## config.mk

```make
export PLATFORM = sky130hd
export DESIGN_NAME = gain_ramp
export DESIGN_NICKNAME = d
export VERILOG_FILES = /design/src/rtl/gain_ramp.sv
export SDC_FILE = /design/constraint.sdc
export NUM_CORES = 1
export LEC_CHECK = 0
export CORE_ASPECT_RATIO = 1.2
export CORE_MARGIN = 2
export CORE_UTILIZATION = 30
export DETAILED_ROUTE_END_ITERATION = 7
export MAX_ROUTING_LAYER = met4
export PLACE_DENSITY = 0.55
export SKIP_CTS_REPAIR_TIMING = 1
export SLEW_MARGIN = 15
export SYNTH_ARGS = -nofsm -noshare
export SYNTH_HDL_FRONTEND = slang
export SYNTH_SLANG_ARGS = --single-unit
```

## constraint.sdc

```tcl
create_clock -name clk -period 8.9 [get_ports clk]
set_input_delay 0.89 -clock clk [delete_from_list [all_inputs] [get_ports clk]]
set_output_delay 0.89 -clock clk [all_outputs]
set_load 0.02 [all_outputs]
```

## src/rtl/gain_ramp.sv

```systemverilog
// Signed sample x unsigned gain stage with a per-sample gain ramp and valid handshake.
// Two register stages: operand capture, then the scaled product.
module gain_ramp #(
  parameter int WAVE_W     = 20,
  parameter int GAIN_W     = 8,
  parameter int RAMP_STEP  = 4,
  parameter int GAIN_RESET = 0
) (
  input  logic              clk,
  input  logic              rst,
  input  logic              in_valid,
  input  logic [WAVE_W-1:0] wave_in,
  input  logic              gain_load,
  input  logic [GAIN_W-1:0] gain_in,
  input  logic              mute,
  output logic              out_valid,
  output logic [WAVE_W-1:0] wave_out,
  output logic [GAIN_W-1:0] cur_gain,
  output logic              ramping
);

  localparam int P_W = WAVE_W + GAIN_W + 1;
  localparam logic [GAIN_W-1:0] GAIN_INIT = GAIN_W'(GAIN_RESET);
  localparam logic [GAIN_W:0]   STEP_EXT  = (GAIN_W+1)'(RAMP_STEP);

  logic [GAIN_W-1:0] target_reg;
  logic [GAIN_W-1:0] cur_gain_reg;
  logic [GAIN_W-1:0] cur_gain_next;
  logic [GAIN_W-1:0] eff_gain;

  logic              s1_valid_reg;
  logic [WAVE_W-1:0] s1_wave_reg;
  logic [GAIN_W-1:0] s1_gain_reg;

  logic              out_valid_reg;
  logic [WAVE_W-1:0] wave_out_reg;
  logic [WAVE_W-1:0] wave_out_next;

  logic [GAIN_W:0]   cur_ext;
  logic [GAIN_W:0]   eff_ext;
  logic [GAIN_W:0]   sum_up;
  logic [GAIN_W:0]   sum_dn;

  logic signed [P_W-1:0] wave_sx;
  logic signed [P_W-1:0] gain_zx;
  logic signed [P_W-1:0] product;

  assign eff_gain = mute ? '0 : target_reg;

  // One bit of headroom so neither direction of the ramp can wrap.
  assign cur_ext = {1'b0, cur_gain_reg};
  assign eff_ext = {1'b0, eff_gain};
  assign sum_up  = cur_ext + STEP_EXT;
  assign sum_dn  = cur_ext - STEP_EXT;

  always_comb begin
    cur_gain_next = cur_gain_reg;
    if (cur_ext < eff_ext) begin
      cur_gain_next = (sum_up >= eff_ext) ? eff_gain : sum_up[GAIN_W-1:0];
    end else if (cur_ext > eff_ext) begin
      cur_gain_next = (cur_ext <= eff_ext + STEP_EXT) ? eff_gain : sum_dn[GAIN_W-1:0];
    end
  end

  always_ff @(posedge clk) begin
    if (rst) begin
      target_reg   <= GAIN_INIT;
      cur_gain_reg <= GAIN_INIT;
    end else begin
      if (gain_load) begin
        target_reg <= gain_in;
      end
      if (in_valid) begin
        cur_gain_reg <= cur_gain_next;
      end
    end
  end

  always_ff @(posedge clk) begin
    if (rst) begin
      s1_valid_reg <= 1'b0;
      s1_wave_reg  <= '0;
      s1_gain_reg  <= '0;
    end else begin
      s1_valid_reg <= in_valid;
      if (in_valid) begin
        s1_wave_reg <= wave_in;
        s1_gain_reg <= cur_gain_reg;
      end
    end
  end

  // Gain is zero-extended so it multiplies as a non-negative signed operand.
  assign wave_sx       = {{(GAIN_W+1){s1_wave_reg[WAVE_W-1]}}, s1_wave_reg};
  assign gain_zx       = {{(WAVE_W+1){1'b0}}, s1_gain_reg};
  assign product       = wave_sx * gain_zx;
  assign wave_out_next = WAVE_W'(product >>> GAIN_W);

  always_ff @(posedge clk) begin
    if (rst) begin
      out_valid_reg <= 1'b0;
      wave_out_reg  <= '0;
    end else begin
      out_valid_reg <= s1_valid_reg;
      if (s1_valid_reg) begin
        wave_out_reg <= wave_out_next;
      end
    end
  end

  assign out_valid = out_valid_reg;
  assign wave_out  = wave_out_reg;
  assign cur_gain  = cur_gain_reg;
  assign ramping   = (cur_gain_reg != eff_gain);

endmodule

```

==> results of run 1 <==
==> critical path, delay by kind of cell, from the launching register on <==
kind	cells	cell delay, ns
AOI/OAI and AO/OA	3	1.01
adders and majority gates	5	2.69
buffers and inverters	3	0.21
DFF	1	0.85
and+or+nand+nor	3	0.87
==> power breakdown <==
group          switching (mW)  internal [mW]
clock                   0.154          0.228
combinational           0.358          0.282
sequential             0.0917          0.325
total                   0.604          0.835
==> final cells by class <==
cell class	count	area, um^2	area share
clock inverter	6	72.6	0.00713
timing repair buffer	64	626	0.0614
tap	390	488	0.0479
clock buffer	10	239	0.0235
multi-input combinational	754	6780	0.666
sequential	66	1320	0.130
inverter	175	657	0.0645
==> synth_stat cells (3+ instances only) <==
cell,n
a21o_1,9
o21ai_0,22
xnor2_1,15
o21bai_1,3
o21ai_1,7
a32o_1,4
nand4_1,10
nor3_1,7
nor2b_1,4
or3_1,10
inv_1,175
o211ai_1,8
a21oi_1,27
xor2_1,10
fa_1,123
a211o_1,3
o21a_1,7
a22oi_1,6
buf_1,5
nand2b_1,12
a221oi_1,4
a31oi_1,11
nand4b_1,3
nand3_1,18
dfxtp_1,66
a2111oi_0,5
buf_2,3
clkbuf_1,44
nor2_1,64
and3_1,5
mux2i_1,41
and2_1,90
a211oi_1,6
ha_1,74
nand2_1,111
==> metal layers <==
layer,vias up,routed length [um]
li1,3418,-
met3,27,468
met1,3524,9460
met5,-,0
met4,0,574
met2,97,12300
==> cells by family after synthesis <==
| group | count (synthesis) |
|---|---|
| adder cells (fa/ha/maj) | 197 |
| multiplexers | 41 |
| buffers and inverters | 229 |
| AO/OA/AOI/OAI | 146 |
| XOR/XNOR | 25 |
| flip-flops | 66 |
| AND/OR/NAND/NOR | 345 |
==> worst max-delay path by stage <==
stage	startpoint	slack [ns]	end
floorplan	s1_gain_reg[0]	3.97	wave_out[19]
global placement	s1_gain_reg[0]	3.31	wave_out[19]
detailed placement	s1_gain_reg[0]	3.26	wave_out[19]
CTS	s1_gain_reg[0]	3.25	wave_out[19]
global route	s1_gain_reg[0]	2.83	wave_out[19]
finish	s1_gain_reg[0]	3.15	wave_out[19]
==> results.txt, run 1 <==
Register-to-Register Path Depth -> 14
top-area cell type share of the netlist area -> 0.274
drt via density -> 4.82
WS Path Type -> register to register
final setup fails -> 0
Mapped Area -> 0.00897 mm^2
CP max stage delay -> 0.85 ns
status -> complete, no violations
Netlist cell types -> 65
setup ws final -> 3.15 ns
VDD IR max -> 0.0862 mV
drt pass-1 iters -> 5
H-tree depth -> 3
layout cells sized above 1 -> 0.0288
Cell Pwr Density -> 141 mW/mm^2
worst endpoint data arrival time -> 6.01 ns
Sum Neg Setup Slack -> 0 ns
latest clock arrival within the worst-skew pair -> 0.36 ns
R2R Setup Slk -> 3.15 ns
row count -> 69
met1 Track Usage GR -> 0.182
Rel. slew slack -> 0.371
max cap viols -> 0
most frequent cells in the layout -> inv_1, fa_1, nand2_1
global route hottest layer -> met2
crit path time final -> 5.75 ns
DP Cell Count -> 1449
Final Cell Area -> 0.0102 mm^2
area grow syn2layout -> 13.5%
Post-synth EDFFs -> 0
fin cells -> 1465
PortBufs -> 62
Synth Register Bits -> 66
Slew @ Worst Pin -> 0.940 ns
largest net degree at the start of global routing -> 52
post-route ant nets -> 0
clock-pin slew on the worst setup and hold paths -> 0.07 ns
pins over their slew limit -> 0
initial DRC count -> 263
Fin. Hold Viols -> 0
Hold WS -> 0.461 ns
CP Cell Sequence -> nand2_1, fa_1, inv_1, fa_1, fa_1, inv_1, fa_1, inv_1, ha_1, nand4_1, or2_2, a2111oi_0, o21ai_0, a32o_1
nets@finish -> 1300
CTS tree -> built
multiplexer share of the synthesized area -> 0.0457
crit path max-delay cell type -> dfxtp_1
met2 Use GR -> 0.290
gp weighted congestion -> 0.874
Seq/Total Area, Yosys -> 0.147
pre-CTS setup slack -> 3.26 ns
FFs w/ async S/R, synth -> 0
Die ar. -> 0.0313 mm^2
fillers -> 3083
largest family of logic cells by synthesized area -> adder cells
Lkg Pwr -> 4.86 nW
hold-critical path depth -> 2
compound-cell area share of the yosys netlist -> 0.116
antenna diode count -> 0
xor-xnor portion of the synthesized cell area -> 0.0244
Setup Skew -> 0.0166 ns
commonest non-fill, non-tap cell in the layout -> inv_1
critical path's most frequent cell -> fa_1
die boundary width -> 162 um
ranking of synthesized cells by area -> fa_1, dfxtp_1, ha_1
detailed-placement wirelength estimate -> 17.7 mm
total power -> 1.44 mW
fin util -> 0.345
Min-Delay Path Class -> register to register
Max Buffers Root-to-Sink -> 2
Num CTS Buffers -> 9
Synth Net Count -> 1279
Fmax -> 174 MHz
RSZ-0062 raised after global routing -> no
first-pass GRT wire length -> 38.8 mm
# DRC -> 0
reg2reg start -> s1_gain_reg[0]
Post-Synth Adder-Cell Area -> 0.378
final wirelength -> 22.8 mm
period utilization -> 0.646
WL/cell -> 15.6 um
GR Layer Usage met3 -> 0.0195
simple-gate share of the synthesized area -> 0.192
Ys Warns -> 0
hold_sp -> wave_out[5]
Cell Area, Placed -> 0.00987 mm^2
Placeable Area -> 0.0295 mm^2
CP max FO -> 20
Crit Reg-Reg Endpoint -> wave_out[19]
clock sink count -> 66
Avg Inst Size Synth -> 8.55 um^2
initial antenna violation count -> 0
clk root buf -> clkbuf_16
Post-synth top flop -> dfxtp_1
Synth area leader -> fa_1
WP data required -> 9.16 ns
vias -> 7066
Cells after Synth -> 1049
Worst setup SP type -> register
chip height -> 193 um
Initial Utilization -> 0.304
global route overflow -> 0
Hold EP -> wave_out[5]
number of global-route vias before repair -> 7486
GRT Total Usage -> 0.160
io pins -> 63
critical path capture point type -> register
No activity file was read; power rests on OpenSTA's default activity.
==> run 2, diff against run 1 <==
--- a/config.mk
+++ b/config.mk
@@ -10,7 +10,7 @@
 export CORE_UTILIZATION = 30
 export DETAILED_ROUTE_END_ITERATION = 7
 export MAX_ROUTING_LAYER = met4
-export PLACE_DENSITY = 0.55
+export PLACE_DENSITY = 0.57
 export SKIP_CTS_REPAIR_TIMING = 1
 export SLEW_MARGIN = 15
 export SYNTH_ARGS = -nofsm -noshare
==> constraint.sdc (replaced) <==
create_clock -name clk -period 4.8 [get_ports clk]
set_input_delay 0.48 -clock clk [delete_from_list [all_inputs] [get_ports clk]]
set_output_delay 0.48 -clock clk [all_outputs]
set_load 0.02 [all_outputs]
==> results.txt, run 2 (synthesis gave the netlist of run 1 again) <==
status -> complete, no violations
Die ar. -> 0.0313 mm^2
drt via density -> 4.76
pins over their slew limit -> 0
Placeable Area -> 0.0295 mm^2
layout cells sized above 1 -> 0.191
vias -> 7604
Worst setup SP type -> register
CP max FO -> 7
largest net degree at the start of global routing -> 51
WP data required -> 5.05 ns
number of global-route vias before repair -> 8103
Slew @ Worst Pin -> 0.993 ns
max cap viols -> 0
global route overflow -> 0
Fmax -> 213 MHz
Hold WS -> 0.451 ns
fin cells -> 1598
period utilization -> 0.979
Min-Delay Path Class -> register to register
Rel. slew slack -> 0.335
worst endpoint data arrival time -> 4.95 ns
row count -> 69
GRT Total Usage -> 0.165
drt pass-1 iters -> 5
CTS tree -> built
clk root buf -> clkbuf_16
Setup Skew -> 0.0137 ns
initial antenna violation count -> 0
# DRC -> 0
Clock Power Share -> 0.267
chip height -> 193 um
switching portion of total power -> 0.403
final wirelength -> 24.2 mm
fin util -> 0.396
Max Buffers Root-to-Sink -> 2
Comb pwr share -> 0.474
P_sw -> 1.15 mW
latest clock arrival within the worst-skew pair -> 0.36 ns
nets@finish -> 1433
most frequent cells in the layout -> inv_1, buf_4, fa_1
antenna diode count -> 0
Lkg Pwr -> 5.59 nW
detailed-placement wirelength estimate -> 19.3 mm
H-tree depth -> 3
area grow syn2layout -> 30.2%
total power -> 2.87 mW
Initial Utilization -> 0.304
PortBufs -> 62
WL/cell -> 15.2 um
final setup fails -> 0
clock sink count -> 66
Num CTS Buffers -> 9
Fin. Hold Viols -> 0
setup ws final -> 0.0994 ns
io pins -> 63
Sequential Power Share -> 0.258
post-route ant nets -> 0
DP Cell Count -> 1572
VDD IR max -> 0.215 mV
RSZ-0062 raised after global routing -> yes
critical path capture point type -> register
first-pass GRT wire length -> 40.2 mm
clock-pin slew on the worst setup and hold paths -> 0.06 ns
WS Path Type -> register to register
gp weighted congestion -> 0.890
Cell Pwr Density -> 245 mW/mm^2
die boundary width -> 162 um
Internal -> 1.71 mW
commonest non-fill, non-tap cell in the layout -> inv_1
crit path time final -> 4.70 ns
initial DRC count -> 301
pre-CTS setup slack -> -0.206 ns
-- run 2: worst max-delay path, stage by stage (launching register included) --
cell and delay [ns]:
dfxtp_4 0.39, buf_12 0.13, nand2_2 0.06, fa_2 0.65
inv_2 0.07, fa_1 0.49, fa_1 0.50, inv_1 0.06
fa_1 0.52, inv_1 0.04, ha_1 0.31, a21o_1 0.18
a211oi_2 0.17, a221oi_2 0.10, a211o_1 0.29, or3_1 0.36
a32o_1 0.25
-- run 2: routing by layer --
layer / vias to the layer above / share of wire / wire, um / GRT usage
met5: - / 0 / 0 / -
met4: 0 / 0.019 / 468 / 0.0479
met3: 26 / 0.019 / 471 / 0.0157
met2: 78 / 0.56 / 13600 / 0.315
met1: 3807 / 0.40 / 9660 / 0.179
li1: 3693 / - / - / -
-- run 2: final timing paths --
path                                startpoint           end  slack [ns]  cells past startpoint
worst min register to register    wave_out[16]  wave_out[16]        0.45                      2
worst max-delay path            s1_gain_reg[2]  wave_out[19]         0.1                     16
worst max register to register  s1_gain_reg[2]  wave_out[19]         0.1                     16
worst min-delay path              wave_out[16]  wave_out[16]        0.45                      2
-- run 2: layout make-up --
| cell class | count | area (um^2) |
|---|---|---|
| repair buffers | 197 | 1710 |
| clock buffers | 10 | 239 |
| fillers | 3041 | 17800 |
| well taps | 390 | 488 |
| inverters | 175 | 657 |
| multi-input cells | 754 | 7140 |
| clock inverters | 6 | 96.3 |
| flip-flops and latches | 66 | 1360 |
-- run 2: power by group through the flow --
stage	combinational (mW)	clock (mW)	sequential [mW]
after floorplan	0.930	0	0.704
after global placement	1.29	0	0.750
after CTS	1.32	0.785	0.738
after global routing	1.51	0.805	0.755
after detailed placement	1.31	0	0.750
final	1.36	0.766	0.741
-- run 2: per-stage QoR --
stage / TNS (ns) / area [um^2]
final: 0 / 11700
after global routing: -0.0392 / 11700
after CTS: -0.983 / 11200
after detailed placement: -0.771 / 10800
after global placement: -0.535 / 10800
after floorplan: 0 / 8970
==> run 3, diff against run 2 <==
--- a/config.mk
+++ b/config.mk
@@ -11,6 +11,7 @@
 export DETAILED_ROUTE_END_ITERATION = 7
 export MAX_ROUTING_LAYER = met4
 export PLACE_DENSITY = 0.57
+export RECOVER_POWER = 50
 export SKIP_CTS_REPAIR_TIMING = 1
 export SLEW_MARGIN = 15
 export SYNTH_ARGS = -nofsm -noshare
==> results.txt, run 3 (synthesis gave the netlist of run 1 again) <==
global route overflow -> 0
WP data required -> 5.05 ns
clock sink count -> 66
DP Cell Count -> 1572
crit path max-delay cell type -> fa_2
fin cells -> 1598
final wirelength -> 24.3 mm
Placeable Area -> 0.0295 mm^2
critical path capture point type -> register
largest net degree at the start of global routing -> 51
max cap viols -> 1
layout cells sized above 1 -> 0.190
Worst setup SP type -> register
WL/cell -> 15.2 um
chip height -> 193 um
Die ar. -> 0.0313 mm^2
gp weighted congestion -> 0.890
period utilization -> 0.979
pre-CTS setup slack -> -0.206 ns
Setup Skew -> 0.0136 ns
H-tree depth -> 3
drt pass-1 iters -> 5
Max Buffers Root-to-Sink -> 2
WP buf/inv -> 4
WS Path Type -> register to register
GRT Total Usage -> 0.165
Fin. Hold Viols -> 0
CP Cell Sequence -> buf_12, nand2_2, fa_2, inv_2, fa_1, fa_1, inv_1, fa_1, inv_1, ha_1, a21o_1, a211oi_2, a221oi_2, a211o_1, or3_1, a32o_1
hold_sp -> wave_out[16]
Sum Neg Setup Slack -> 0 ns
initial DRC count -> 303
initial antenna violation count -> 0
Initial Utilization -> 0.304
io pins -> 63
pins over their slew limit -> 32
post-route ant nets -> 0
Num CTS Buffers -> 9
die boundary width -> 162 um
Fmax -> 213 MHz
clock-pin slew on the worst setup and hold paths -> 0.06 ns
CTS tree -> built
failing checks -> max-capacitance violations, max-slew violations
Lkg Pwr -> 5.61 nW
reg2reg start -> s1_gain_reg[2]
Rel. slew slack -> -0.616
most frequent cells in the layout -> inv_1, buf_4, fa_1
worst endpoint data arrival time -> 4.95 ns
setup ws final -> 0.0994 ns
first-pass GRT wire length -> 40.2 mm
Top Family by Delay on Critical Path -> adder cells
number of global-route vias before repair -> 8103
crit path time final -> 4.70 ns
area grow syn2layout -> 30.2%
vias -> 7607
VDD IR max -> 0.215 mV
latest clock arrival within the worst-skew pair -> 0.36 ns
critical path's most frequent cell -> fa_1
row count -> 69
Min-Delay Path Class -> register to register
final setup fails -> 0
commonest non-fill, non-tap cell in the layout -> inv_1
status -> finished, violations left
Slew @ Worst Pin -> 2.42 ns
CP max stage delay -> 0.65 ns
RSZ-0062 raised after global routing -> yes
Cell Pwr Density -> 246 mW/mm^2
detailed-placement wirelength estimate -> 19.3 mm
CP max FO -> 7
# DRC -> 0
antenna diode count -> 0
Crit. Startpoint -> s1_gain_reg[2]
nets@finish -> 1433
clk root buf -> clkbuf_16
drt via density -> 4.76
PortBufs -> 62
## run 3: cell count changes in the layout (fill, tap and decap cells not counted)
cell             before  now
clkbuf_1              0    2
buf_2                 2    1
buf_4               125  124
dlygate4sd3_1         0    9
clkdlybuf4s50_1      60   51
## run 3: worst paths after layout
path	to	slack [ns]	cells after the start
max	wave_out[19]	0.1	16
min	wave_out[16]	0.45	2
max reg2reg	wave_out[19]	0.1	16
min reg2reg	wave_out[16]	0.45	2
## run 3: area by class of cell
| class | count | area, um^2 |
|---|---|---|
| well taps | 390 | 488 |
| fillers | 3044 | 17800 |
| clock buffers | 10 | 239 |
| multi-input cells | 754 | 7140 |
| repair buffers | 197 | 1710 |
| clock inverters | 6 | 96.3 |
| inverters | 175 | 657 |
| flip-flops and latches | 66 | 1360 |
## run 3: worst register-to-register path, cell delays in order (launching register included)
cell      delay, ns
dfxtp_4        0.39
buf_12         0.13
nand2_2        0.06
fa_2           0.65
inv_2          0.07
fa_1           0.49
fa_1           0.50
inv_1          0.06
fa_1           0.52
inv_1          0.04
ha_1           0.31
a21o_1         0.18
a211oi_2       0.17
a221oi_2       0.10
a211o_1        0.29
or3_1          0.36
a32o_1         0.25
## run 3: per-layer routing
layer	global-route usage	part of all wire
met2	0.315	0.56
met4	0.0479	0.019
met1	0.179	0.40
met5	-	0
met3	0.0157	0.019
## run 3: where the power goes
group	internal (mW)	switching, mW	total, mW
sequential	0.606	0.135	0.741
combinational	0.631	0.730	1.36
clock	0.476	0.290	0.766
total	1.71	1.16	2.87
## run 3: through the flow
stage / hold WS, ns / utilization / instance area, um^2 / total power, mW
4_1_cts: 0.457 / 0.379 / 11200 / 2.84
5_1_grt: 0.475 / 0.396 / 11700 / 3.07
6_report: 0.449 / 0.396 / 11700 / 2.87
3_3_place_gp: 0.446 / 0.367 / 10800 / 2.04
2_1_floorplan: 0.452 / - / 8970 / 1.63
3_5_place_dp: 0.450 / 0.367 / 10800 / 2.06
